--- config.mk ---
export PLATFORM = sky130hd
export DESIGN_NAME = dfr_phase_sequencer
export DESIGN_NICKNAME = d
export VERILOG_FILES = /design/src/rtl/dfr_pkg.sv /design/src/rtl/dfr_step_counter.sv /design/src/rtl/dfr_phase_sequencer.sv
export SDC_FILE = /design/constraint.sdc
export NUM_CORES = 1
export LEC_CHECK = 0
export ABC_AREA = 1
export CAP_MARGIN = 15
export CORE_MARGIN = 2
export CORE_UTILIZATION = 43
export DETAILED_ROUTE_END_ITERATION = 10
export PLACE_DENSITY = 0.67
export SKIP_CTS_REPAIR_TIMING = 1
export SLEW_MARGIN = 30
export SYNTH_ARGS = -nofsm -noshare
export SYNTH_HDL_FRONTEND = slang
export SYNTH_SLANG_ARGS = --single-unit
--- constraint.sdc ---
create_clock -name S_AXI_ACLK -period 5.5 [get_ports S_AXI_ACLK]
set_input_delay 0.825 -clock S_AXI_ACLK [delete_from_list [all_inputs] [get_ports S_AXI_ACLK]]
set_output_delay 0.825 -clock S_AXI_ACLK [all_outputs]
set_load 0.02 [all_outputs]
--- src/rtl/dfr_pkg.sv ---
// Shared types for the delayed-feedback reservoir phase sequencer.
// Holds the phase and FSM state encodings, the CTRL start bit index and a state-to-phase helper.
package dfr_pkg;

    localparam int START_BIT = 0;

    typedef enum logic [1:0] {
        PH_IDLE  = 2'd0,
        PH_INIT  = 2'd1,
        PH_TRAIN = 2'd2,
        PH_TEST  = 2'd3
    } phase_t;

    typedef enum logic [2:0] {
        S_IDLE,
        S_INIT,
        S_TRAIN,
        S_TEST,
        S_READOUT,
        S_DONE
    } seq_state_t;

    // READOUT belongs to the TEST phase as far as software is concerned.
    function automatic phase_t phase_of(seq_state_t s);
        case (s)
            S_INIT:            return PH_INIT;
            S_TRAIN:           return PH_TRAIN;
            S_TEST, S_READOUT: return PH_TEST;
            default:           return PH_IDLE;
        endcase
    endfunction

endpackage

--- src/rtl/dfr_step_counter.sv ---
// Step counter with clear, enable and a terminal flag (count == limit-1); optional wrap to 0.
// last is combinational from the count register; no backpressure, it counts whenever en is high.
module dfr_step_counter #(
    parameter int W    = 32,
    parameter bit WRAP = 1'b0
) (
    input  logic         clk,
    input  logic         rst_n,
    input  logic         clr,
    input  logic         en,
    input  logic [W-1:0] limit,
    output logic         last
);

    logic [W-1:0] count;

    assign last = (count == (limit - W'(1)));

    always_ff @(posedge clk or negedge rst_n) begin
        if (!rst_n) begin
            count <= '0;
        end else if (clr) begin
            count <= '0;
        end else if (en) begin
            count <= (WRAP && last) ? '0 : count + W'(1);
        end
    end

endmodule

--- src/rtl/dfr_phase_sequencer.sv ---
// Sequences a reservoir run through INIT/TRAIN/TEST, one step per valid/ready handshake, with TEST readouts.
// Launch takes two cycles after the start edge; step_valid holds until step_ready, readout_req until readout_ack.
module dfr_phase_sequencer
    import dfr_pkg::*;
#(
    parameter int INPUT_ADDR_WIDTH  = 17,
    parameter int OUTPUT_ADDR_WIDTH = 17,
    parameter int CNT_WIDTH         = 32
) (
    input  logic                         S_AXI_ACLK,
    input  logic                         S_AXI_ARESETN,
    input  logic                         start,
    input  logic [CNT_WIDTH-1:0]         num_init_steps,
    input  logic [CNT_WIDTH-1:0]         num_train_steps,
    input  logic [CNT_WIDTH-1:0]         num_test_steps,
    input  logic [CNT_WIDTH-1:0]         num_steps_per_sample,
    output logic                         step_valid,
    input  logic                         step_ready,
    output logic [INPUT_ADDR_WIDTH-1:0]  input_addr,
    output logic [1:0]                   phase,
    output logic                         sample_end,
    output logic                         readout_req,
    input  logic                         readout_ack,
    output logic                         output_wr_en,
    output logic [OUTPUT_ADDR_WIDTH-1:0] output_addr,
    output logic                         busy,
    output logic                         cfg_error
);

    seq_state_t           state, state_nxt;
    logic [START_BIT:0]   ctrl_q;
    logic                 start_prev, start_edge, cfg_bad;
    logic                 launch, refuse, ph_clr, ph_end;
    logic                 hs, ph_last, smp_last;
    logic [CNT_WIDTH-1:0] ph_limit;

    assign start_edge   = ctrl_q[START_BIT] & ~start_prev;
    assign cfg_bad      = (num_steps_per_sample == '0) ||
                          ((num_init_steps | num_train_steps | num_test_steps) == '0);
    // ph_end parks the phase after its final handshake so the next phase is chosen one cycle later.
    assign step_valid   = (state inside {S_INIT, S_TRAIN, S_TEST}) && !ph_end;
    assign hs           = step_valid && step_ready;
    assign sample_end   = hs && smp_last;
    assign readout_req  = (state == S_READOUT);
    assign output_wr_en = readout_req && readout_ack;
    assign busy         = (state != S_IDLE);
    assign phase        = phase_of(state);

    always_comb begin
        case (state)
            S_INIT:  ph_limit = num_init_steps;
            S_TRAIN: ph_limit = num_train_steps;
            default: ph_limit = num_test_steps;
        endcase
    end

    dfr_step_counter #(.W(CNT_WIDTH), .WRAP(1'b0)) u_phase_cnt (
        .clk   (S_AXI_ACLK),
        .rst_n (S_AXI_ARESETN),
        .clr   (ph_clr),
        .en    (hs),
        .limit (ph_limit),
        .last  (ph_last)
    );

    // The in-sample position is cleared only at launch so samples straddle phase boundaries.
    dfr_step_counter #(.W(CNT_WIDTH), .WRAP(1'b1)) u_sample_cnt (
        .clk   (S_AXI_ACLK),
        .rst_n (S_AXI_ARESETN),
        .clr   (launch),
        .en    (hs),
        .limit (num_steps_per_sample),
        .last  (smp_last)
    );

    always_comb begin
        state_nxt = state;
        launch    = 1'b0;
        refuse    = 1'b0;
        ph_clr    = 1'b0;
        case (state)
            S_IDLE: begin
                if (start_edge) begin
                    if (cfg_bad) begin
                        refuse = 1'b1;
                    end else begin
                        launch    = 1'b1;
                        ph_clr    = 1'b1;
                        state_nxt = (num_init_steps  != '0) ? S_INIT  :
                                    (num_train_steps != '0) ? S_TRAIN : S_TEST;
                    end
                end
            end
            S_INIT, S_TRAIN, S_TEST: begin
                if (ph_end) begin
                    ph_clr = 1'b1;
                    if (state == S_INIT && num_train_steps != '0) begin
                        state_nxt = S_TRAIN;
                    end else if (state != S_TEST && num_test_steps != '0) begin
                        state_nxt = S_TEST;
                    end else begin
                        state_nxt = S_DONE;
                    end
                end else if (state == S_TEST && sample_end) begin
                    state_nxt = S_READOUT;
                end
            end
            S_READOUT: begin
                if (readout_ack) begin
                    state_nxt = S_TEST;
                end
            end
            default: state_nxt = S_IDLE;
        endcase
    end

    always_ff @(posedge S_AXI_ACLK or negedge S_AXI_ARESETN) begin
        if (!S_AXI_ARESETN) begin
            state       <= S_IDLE;
            ctrl_q      <= '0;
            start_prev  <= 1'b0;
            ph_end      <= 1'b0;
            input_addr  <= '0;
            output_addr <= '0;
            cfg_error   <= 1'b0;
        end else begin
            state              <= state_nxt;
            ctrl_q[START_BIT]  <= start;
            start_prev         <= ctrl_q[START_BIT];
            if (ph_clr) begin
                ph_end <= 1'b0;
            end else if (hs && ph_last) begin
                ph_end <= 1'b1;
            end
            if (launch) begin
                input_addr <= '0;
            end else if (hs) begin
                input_addr <= input_addr + INPUT_ADDR_WIDTH'(1);
            end
            if (launch) begin
                output_addr <= '0;
            end else if (output_wr_en) begin
                output_addr <= output_addr + OUTPUT_ADDR_WIDTH'(1);
            end
            if (refuse) begin
                cfg_error <= 1'b1;
            end else if (launch) begin
                cfg_error <= 1'b0;
            end
        end
    end

endmodule

# Yosys cells after proc, flatten, opt, wreduce, memory -nomap -nowiden

Cells that the tools add are included.

Register bits after elaboration: 105
Input port bits: 133
Output and inout bits: 42
Logic and storage cells: 89

$add $sub $neg: 6
Eq/ne operators: 11
Multiplexer cells: 33
Bitwise logic cells: 4
Reductions and logical operators: 26

Operators with widths:

| operator                                              | count |
|---|---|
| 2-to-1 mux 32 bit                                     | 5 |
| nonzero test 32 bit                                   | 3 |
| 2-to-1 mux 17 bit                                     | 4 |
| adder 32 x 1 -> 32 bit, second input constant         | 2 |
| equality test 32 bit                                  | 2 |
| zero test 32 bit                                      | 2 |
| bitwise OR 32 bit                                     | 2 |
| case mux 32 bit (2 select lines)                      | 1 |
| subtractor 32 x 1 -> 32 bit, second input constant    | 2 |
| adder 17 x 1 -> 17 bit, second input constant         | 2 |
| 2-to-1 mux 3 bit                                      | 7 |
| 2-to-1 mux 1 bit                                      | 12 |
| nonzero test 2 bit                                    | 5 |
| case mux 3 bit (3 select lines)                       | 1 |
| logical AND 1 bit                                     | 8 |
| equality test 3 x 2 -> 1 bit, second input constant   | 2 |
| case mux 2 bit (3 select lines)                       | 1 |
| nonzero test 3 bit                                    | 2 |
| inequality test 2 bit, second input constant          | 2 |
| AND reduction 4 bit                                   | 1 |
| equality test 3 x 1 -> 1 bit, second input constant   | 1 |
| equality test 3 bit, second input constant            | 1 |
| zero test 3 bit                                       | 1 |
| inequality test 3 x 2 -> 1 bit, second input constant | 1 |
| other kinds (10)                                      | 10 |

# Logic depth before layout (Yosys ltp)

Gate-level depths: netlist of the first run.

Depth in word-level cells: 9
Mapped depth: 23
Gate-level depth less buffers: 22

# By module

Synthesis of the first run repeated with hierarchy kept, for this count alone.

Cell total of the unflattened synthesis: 1821
Area total of the unflattened synthesis: 10898.0 um^2

Modules (own cells, without submodules):

| module                           | instances | cells an instance | area an instance (um^2) | sequential area each (um^2) |
|---|---|---|---|---|
| dfr_step_counter at u_sample_cnt | 1         | 662               | 3957.5                  | 800.8 |
| dfr_phase_sequencer              | 1         | 633               | 3698.5                  | 1026.0 |
| dfr_step_counter at u_phase_cnt  | 1         | 526               | 3241.9                  | 800.8 |

# Worst setup path after synthesis of the first run

No wires, ideal clock.

Path kind: in2out
Start point: input num_steps_per_sample[0]
End point: output sample_end
Arrival time: 2.792 ns
Required time: 4.675 ns
Setup slack: 1.883 ns
Cell stages on the path: 11
Path through: inv_1 -> ha_1 -> nand3_1 -> nor2_2 -> nand4_1 -> or3_1 -> a21oi_1 -> o211ai_1 -> nor2_1 -> nand4_1 -> nor3_1

Longest elaborated chain between the ends: 3

RTL lines:

| element                     | line                      | RTL |
|---|---|---|
| start: declaration          | dfr_phase_sequencer.sv:16 | `input logic [CNT_WIDTH-1:0] num_steps_per_sample,` |
| subtractor 32 x 1 -> 32 bit | dfr_step_counter.sv:17    | `assign last = (count == (limit - W'(1)));` |
| equality test 32 bit        | dfr_step_counter.sv:17    |  |
| logical AND 1 bit           | dfr_phase_sequencer.sv:43 | `assign sample_end = hs && smp_last;` |
| end: declaration            | dfr_phase_sequencer.sv:21 | `output logic sample_end,` |

No other way between the ends.

# Worst setup path in the final report of the first run

Same ends and word-level chain as after synthesis.

==> parameters.txt, run 1 <==
Parameter                              Value

Clock tree
  Buffer levels on the longest clock path    2
  Clk sinks    105
  CTS tree    yes
  Insertion delay of the later-clocked pin in the worst-skew pair    0.36 ns
  Clock transition at path regs    0.07 ns
  CTS H-tree depth    3
  CTS root buf    clkbuf_16
  TritonCTS Buffers    9

Timing
  Crit share post-route    0.854
  Upper clock frequency limit    213 MHz
  Hold violation total from the final report    0
  Slew of the pin with the lowest slew margin    0.823 ns
  Max Slew Vio Count    0
  Max-slew headroom    0.451
  Minimum clock period    4.70 ns
  Setup repair after global routing missed its margin    false
  Final count of negative-setup-slack endpoints    0
  Total Neg Setup Slack    0 ns
  Final setup skew    0.0152 ns

Worst setup path
  Worst setup path class    primary input to output pin
  List of cells traversed by the critical path    clkdlybuf4s50_1, inv_1, ha_1, nand3_1, nor2_2, nand4_1, or3_1, a21oi_1, o211ai_1, nor2_1, nand4_1, nor3_1, clkdlybuf4s50_1
  Sum of buffers and inverters on the critical path    3
  Worst Setup End Kind    output pin
  Depth of the worst register-to-register path    11
  Worst reg2reg setup slack    1.76 ns
  Slowest stage cell on the critical path    clkdlybuf4s50_1
  Arrival time reported for the critical path endpoint    3.87 ns
  Element type at the critical path start    primary input
  Critical path required time    4.68 ns
  R2r endpoint    u_phase_cnt.count[31]
  Critical Path Fanout Max    5
  Kind of cell adding the most delay to the critical path    simple AND/OR/NAND/NOR gates
  Start of the worst register-to-register path    state[1]
  Largest stage delay, worst path    0.64 ns

Status
  Run status    completed

Synthesis
  Fraction of synthesis flops using an asynchronous set or reset pin    1.00
  Synth area leader    dfrtp_1
  Adder-Cell Fraction of Synth Area    0.00716
  Top_reg_cell synth    dfrtp_1
  Synth Area per Inst    6.24 sq um
  Synthesized-area fraction occupied by xor and xnor cells    0.102
  Number of distinct library cells after synthesis    50
  Area fraction in compound gates after synthesis    0.0575
  Largest family of logic cells by synthesized area    simple AND/OR/NAND/NOR gates
  Mux share of post-synthesis cell area    0
  Seq cells post-synth    105
  Share of the synthesized area in the top cell type    0.251
  Synth area leaders    dfrtp_1 25%, nand2_1 16%, nor2_1 8.5%, xor2_1 8.1%, inv_1 7.4%
  Total nets after synthesis    1819
  Share of synthesized cell area in and, or, nand and nor gates    0.480
  Netlist area before placement    10500 sq um
  Sequential cell area fraction in the yosys report    0.251
  Post-synth EDFFs    0
  Yosys warns    0
  Cells after Synth    1680

Die
  Vertical die dimension    160 um
  Chip Width    160 um
  Number of top-level design ports    175
  Area of the core    24100 sq um
  Die Area    25600 sq um
  Floorplan row count    57
  Starting Density    0.435

Route
  Total Routed Length    35.2 mm
  Count of antenna-violating nets left after detailed routing    0
  Vias after detailed routing    11500
  Number of violations reported at the end of detailed-routing iteration 0    880
  TritonRoute pass-1 iters    6
  Average routed wire per standard cell    16.3 um
  Detail-routed via count per cell    5.34
  Remaining design rule violation count    0

Placed design
  Post-detail-place hpwl    28.3 mm
  Count of input and output buffers    174
  Instance area at placement    12400 sq um
  Last weighted congestion value of the routability-driven placer    1.02

Global routing
  Remaining Overflow, GRT    0
  Largest net degree at the start of global routing    62
  Global-route wire length before repair    57.5 mm
  Number of global-route vias before repair    11200
  Overall track demand over capacity in global routing    0.276
  Antenna violations before repair    0

Flow run
  Max-capacitance violation count    0

Cells and area
  Commonest non-fill, non-tap cell in the layout    nand2_1
  Post-route design area    12800 sq um
  Area growth from synthesis to layout    21.7%
  Inserted Diodes    0
  Share of post-route cells with drive strength above 1    0.0566
  Top library cells by usage in the layout, fill and taps aside    442 x nand2_1, 238 x nor2_1, 207 x inv_1
  Layout Nets    1970

Min path
  WHS Endpoint    start_prev
  Hold Crit Class    register to register
  Count of cells along the worst hold path    0
  Source of the worst hold timing path    ctrl_q

Power
  Lkg Pwr    0.00567 uW
  Power per unit of standard cell area    287 nW/um^2
  Max IR drop VDD    177 uV
-- power breakdown --
| group | switching (uW) | total [uW] | internal (uW) |
|---|---|---|---|
| Combinational | 1380 | 2030 | 651 |
| Clock | 303 | 751 | 449 |
| Sequential | 68.2 | 886 | 818 |
-- sequential cells by signal (all words and copies together) (netlist names) --
name,count
cfg_error,1
ctrl_q,1
input_addr,17
output_addr,17
ph_end,1
start_prev,1
state,3
u_phase_cnt.count,32
u_sample_cnt.count,32
-- metal layers --
metal / global-route usage / vias up / routed length (um)
met5: 0 / - / 0
met4: 0.102 / 0 / 1170
met3: 0.0395 / 56 / 1880
met2: 0.491 / 358 / 17200
met1: 0.338 / 5368 / 14900
li1: - / 5761 / -
-- cell type report --
cell class,count,area (sq um)
Fill cell,2510,11300
Multi-Input combinational cell,1319,6780
Sequential cell,105,2630
Timing Repair Buffer,178,1770
Inverter,218,835
Tap cell,324,405
Clock buffer,10,229
Clock inverter,6,115
-- cell families after synthesis --
group | Yosys count
simple gates | 1090
xor+xnor | 122
flops | 105
compound gates | 101
buf+inv | 256
fa+ha+maj | 6
-- worst reg2reg max path: stages, from the launching register on --
cell     delay, ns
dfrtp_1       0.68
inv_6         0.19
nand2_1       0.23
nand2_4       0.09
nor2_4        0.14
nand2_2       0.32
inv_1         0.76
nand3_1       0.28
nor4_1        0.58
nand2_1       0.14
xor2_1        0.16
nor2_1        0.06
-- synth_stat cells, types with 6 or more instances --
library cell,instances
nand2_2,7
o21ai_0,39
nand2_1,442
a21oi_1,21
nand4_1,77
nor2_2,26
dfrtp_1,105
nand3_1,155
or2_2,13
ha_1,6
nor2_1,238
nor4_1,34
o22ai_1,11
nor3_1,45
nand3b_1,15
clkbuf_1,14
xor2_1,97
buf_6,9
inv_1,207
o31ai_1,10
buf_2,8
nor2_4,12
xnor2_1,25
-- worst max path at each step --
stage | start | to | slack (ns) | cells past startpoint
after floorplan | num_steps_per_sample[0] | sample_end | 1.88 | 11
after global placement | num_steps_per_sample[0] | sample_end | 0.85 | 14
after detailed placement | num_steps_per_sample[0] | sample_end | 0.82 | 13
after CTS | num_steps_per_sample[0] | sample_end | 0.82 | 13
after global routing | num_steps_per_sample[0] | sample_end | 0.55 | 14
final | num_steps_per_sample[0] | sample_end | 0.80 | 13
-- through the flow --
step	utilization	hold slack, ns	std cells	setup slack (ns)	power, uW
floorplan	-	0.354	1680	1.88	2330
global placement	0.515	0.361	2144	0.854	2900
detailed placement	0.515	0.374	2144	0.821	2910
CTS	0.529	0.387	2160	0.816	3680
global route	0.529	0.398	2160	0.545	3950
finish	0.529	0.383	2160	0.802	3660
Power figures use the tool's default switching activity.
==> inputs of run 2 (changes only) <==
CELL_PAD_IN_SITES_DETAIL_PLACEMENT = 1   (was default)
CELL_PAD_IN_SITES_GLOBAL_PLACEMENT = 1   (was default)
DONT_BUFFER_PORTS = 1   (was default)
PLACE_DENSITY = default   (was 0.67)
PLACE_DENSITY_LB_ADDON = 0.1   (was default)
==> parameters.txt, run 2 (synthesized netlist as in run 1, its figures left out) <==
Parameter                              Value

Clock tree
  Insertion delay of the later-clocked pin in the worst-skew pair    0.36 ns (about the same)
  CTS tree    yes
  TritonCTS Buffers    9 (unchanged)
  Clk sinks    105 (unchanged)
  Buffer levels on the longest clock path    2 (unchanged)
  Clock transition at path regs    0.07 ns (about the same)
  CTS H-tree depth    3 (unchanged)
  CTS root buf    clkbuf_16

Cells and area
  Storage cell area    2630 sq um (unchanged)
  Count of filler cells inserted in the layout    3383 (+35%)
  Layout Nets    1794 (-8.9%)
  Commonest non-fill, non-tap cell in the layout    nand2_1
  Share of post-route cells with drive strength above 1    0.0603 (+0.00363)
  Top library cells by usage in the layout, fill and taps aside    442 x nand2_1, 238 x nor2_1, 207 x inv_1
  Area growth from synthesis to layout    4.31%
  Multi-input combinational cell area    6780 sq um (unchanged)
  Largest registers in the final layout    u_phase_cnt.count x32, u_sample_cnt.count x32
  Post-route design area    10900 sq um (-14%)

Min path
  Hold Crit Class    primary input to asynchronous set/reset pin

Power
  Sequential cell fraction of total power    0.276 (+0.034)
  Power per unit of standard cell area    305 nW/um^2 (+6.3%)
  Switch share    0.511 (+0.0343)
  Max IR drop VDD    174 uV (-1.8%)
  Cell internal power dissipation    1630 uW (-15%)
  Logic pwr share    0.538 (-0.015)
  Switching power    1700 uW (-2.4%)
  Lkg Pwr    0.00496 uW (-12%)
  Clock group share of total power    0.186 (-0.019)

Global routing
  Number of global-route vias before repair    11500 (+2.9%)
  Overall track demand over capacity in global routing    0.280 (+0.00493)
  Remaining Overflow, GRT    0 (unchanged)
  Largest net degree at the start of global routing    106 (+71%)
  Global-route wire length before repair    58.2 mm (+1.2%)
  Antenna violations before repair    1 (+1)

Placed design
  Instance area at placement    10700 sq um (-14%)
  Count of input and output buffers    0 (-100%)
  Last weighted congestion value of the routability-driven placer    0.921 (-10%)
  Post-detail-place hpwl    29.0 mm (+2.4%)

Route
  Count of antenna-violating nets left after detailed routing    0 (unchanged)
  Remaining design rule violation count    0 (unchanged)
  Number of violations reported at the end of detailed-routing iteration 0    589 (-33%)
  TritonRoute pass-1 iters    5 (-1)
  Detail-routed via count per cell    5.50 (+2.9%)
  Vias after detailed routing    10900 (-5.4%)
  Total Routed Length    35.6 mm (+1.3%)
  Average routed wire per standard cell    18.0 um (+10%)

Worst setup path
  Critical path required time    5.74 ns (+1.06 ns)
  Critical Path Fanout Max    26 (+21)
  Worst setup path class    register to register
  Arrival time reported for the critical path endpoint    4.43 ns (+0.56 ns)
  Start of the worst register-to-register path    state[1]
  Worst Setup End Kind    register
  Worst setup startpoint    state[1]
  Element type at the critical path start    register

Timing
  Max-slew headroom    0.513 (+0.0621)
  Slew of the pin with the lowest slew margin    0.723 ns (-0.100 ns)
  Worst hold slack across all endpoints    0.171 ns (-0.212 ns)
  Setup repair after global routing missed its margin    false
  Final setup skew    0.0127 ns (-0.00254 ns)
  Max Slew Vio Count    0 (unchanged)
  Upper clock frequency limit    238 MHz (+12%)
  Minimum clock period    4.19 ns (-0.504 ns)
  Hold violation total from the final report    0 (unchanged)
  Total Neg Setup Slack    0 ns (unchanged)
  Final count of negative-setup-slack endpoints    0 (unchanged)
  Crit share post-route    0.762 (-0.0917)

Die
  Floorplan row count    57 (unchanged)
  Area of the core    24100 sq um (unchanged)
  Starting Density    0.435 (unchanged)
  Chip Width    160 um (unchanged)
  Die Area    25600 sq um (unchanged)
  Number of top-level design ports    175 (unchanged)
  Vertical die dimension    160 um (unchanged)

Flow run
  Max-capacitance violation count    0 (unchanged)

Status
  Run status    completed
[run 2: worst max-delay path, stage by stage, from the launching register on]
cell      delay [ns]
dfrtp_1         0.56
inv_6           0.25
nand2_1         0.18
nor2_1          0.12
inv_1           0.15
nor2_1          0.31
inv_1           0.10
nor2_2          0.57
clkinv_2        0.54
nand2_2         0.58
clkinv_1        0.44
nand3b_1        0.19
nand2_1         0.06
[run 2: layout make-up]
class / instances / share of cell area
antenna: 1 / 0.000229
clock buffer: 10 / 0.0209
clock inverter: 5 / 0.00355
inverter: 218 / 0.0763
multi-input combinational: 1319 / 0.620
sequential: 105 / 0.240
tap: 324 / 0.0371
timing repair buffer: 2 / 0.00137
[run 2: per-layer routing]
layer / track usage / part of all wire / up-vias
li1: - / - / 5387
met3: 0.0382 / 0.031 / 69
met5: 0 / 0 / -
met1: 0.318 / 0.41 / 5271
met4: 0.108 / 0.038 / 0
met2: 0.531 / 0.53 / 187
[run 2: final timing paths]
kind,cells after the start,slack (ns),end
min in group S_AXI_ACLK,0,0.40,start_prev
max,12,1.31,u_phase_cnt.count[19]
min,0,0.17,u_sample_cnt.count[14]
max in group asynchronous,0,5.08,u_phase_cnt.count[19]
min reg2reg,0,0.40,start_prev
max reg2reg,12,1.31,u_phase_cnt.count[19]
[run 2: metrics by stage]
stage | setup WS, ns | power, uW | utilization | instances
floorplan | 1.88 | 2330 | - | 1680
global placement | 1.29 | 2680 | 0.442 | 1968
detailed placement | 1.12 | 2730 | 0.442 | 1968
CTS | 1.31 | 3380 | 0.453 | 1983
global route | 0.891 | 3630 | 0.454 | 1984
finish | 1.31 | 3340 | 0.454 | 1984
[run 2: power by group through the flow]
stage / registers [uW] / clock network, uW / logic [uW]
2_1_floorplan: 898 / 0 / 1430
3_3_place_gp: 933 / 0 / 1740
3_5_place_dp: 935 / 0 / 1790
4_1_cts: 920 / 646 / 1810
5_1_grt: 927 / 671 / 2030
6_report: 920 / 620 / 1800
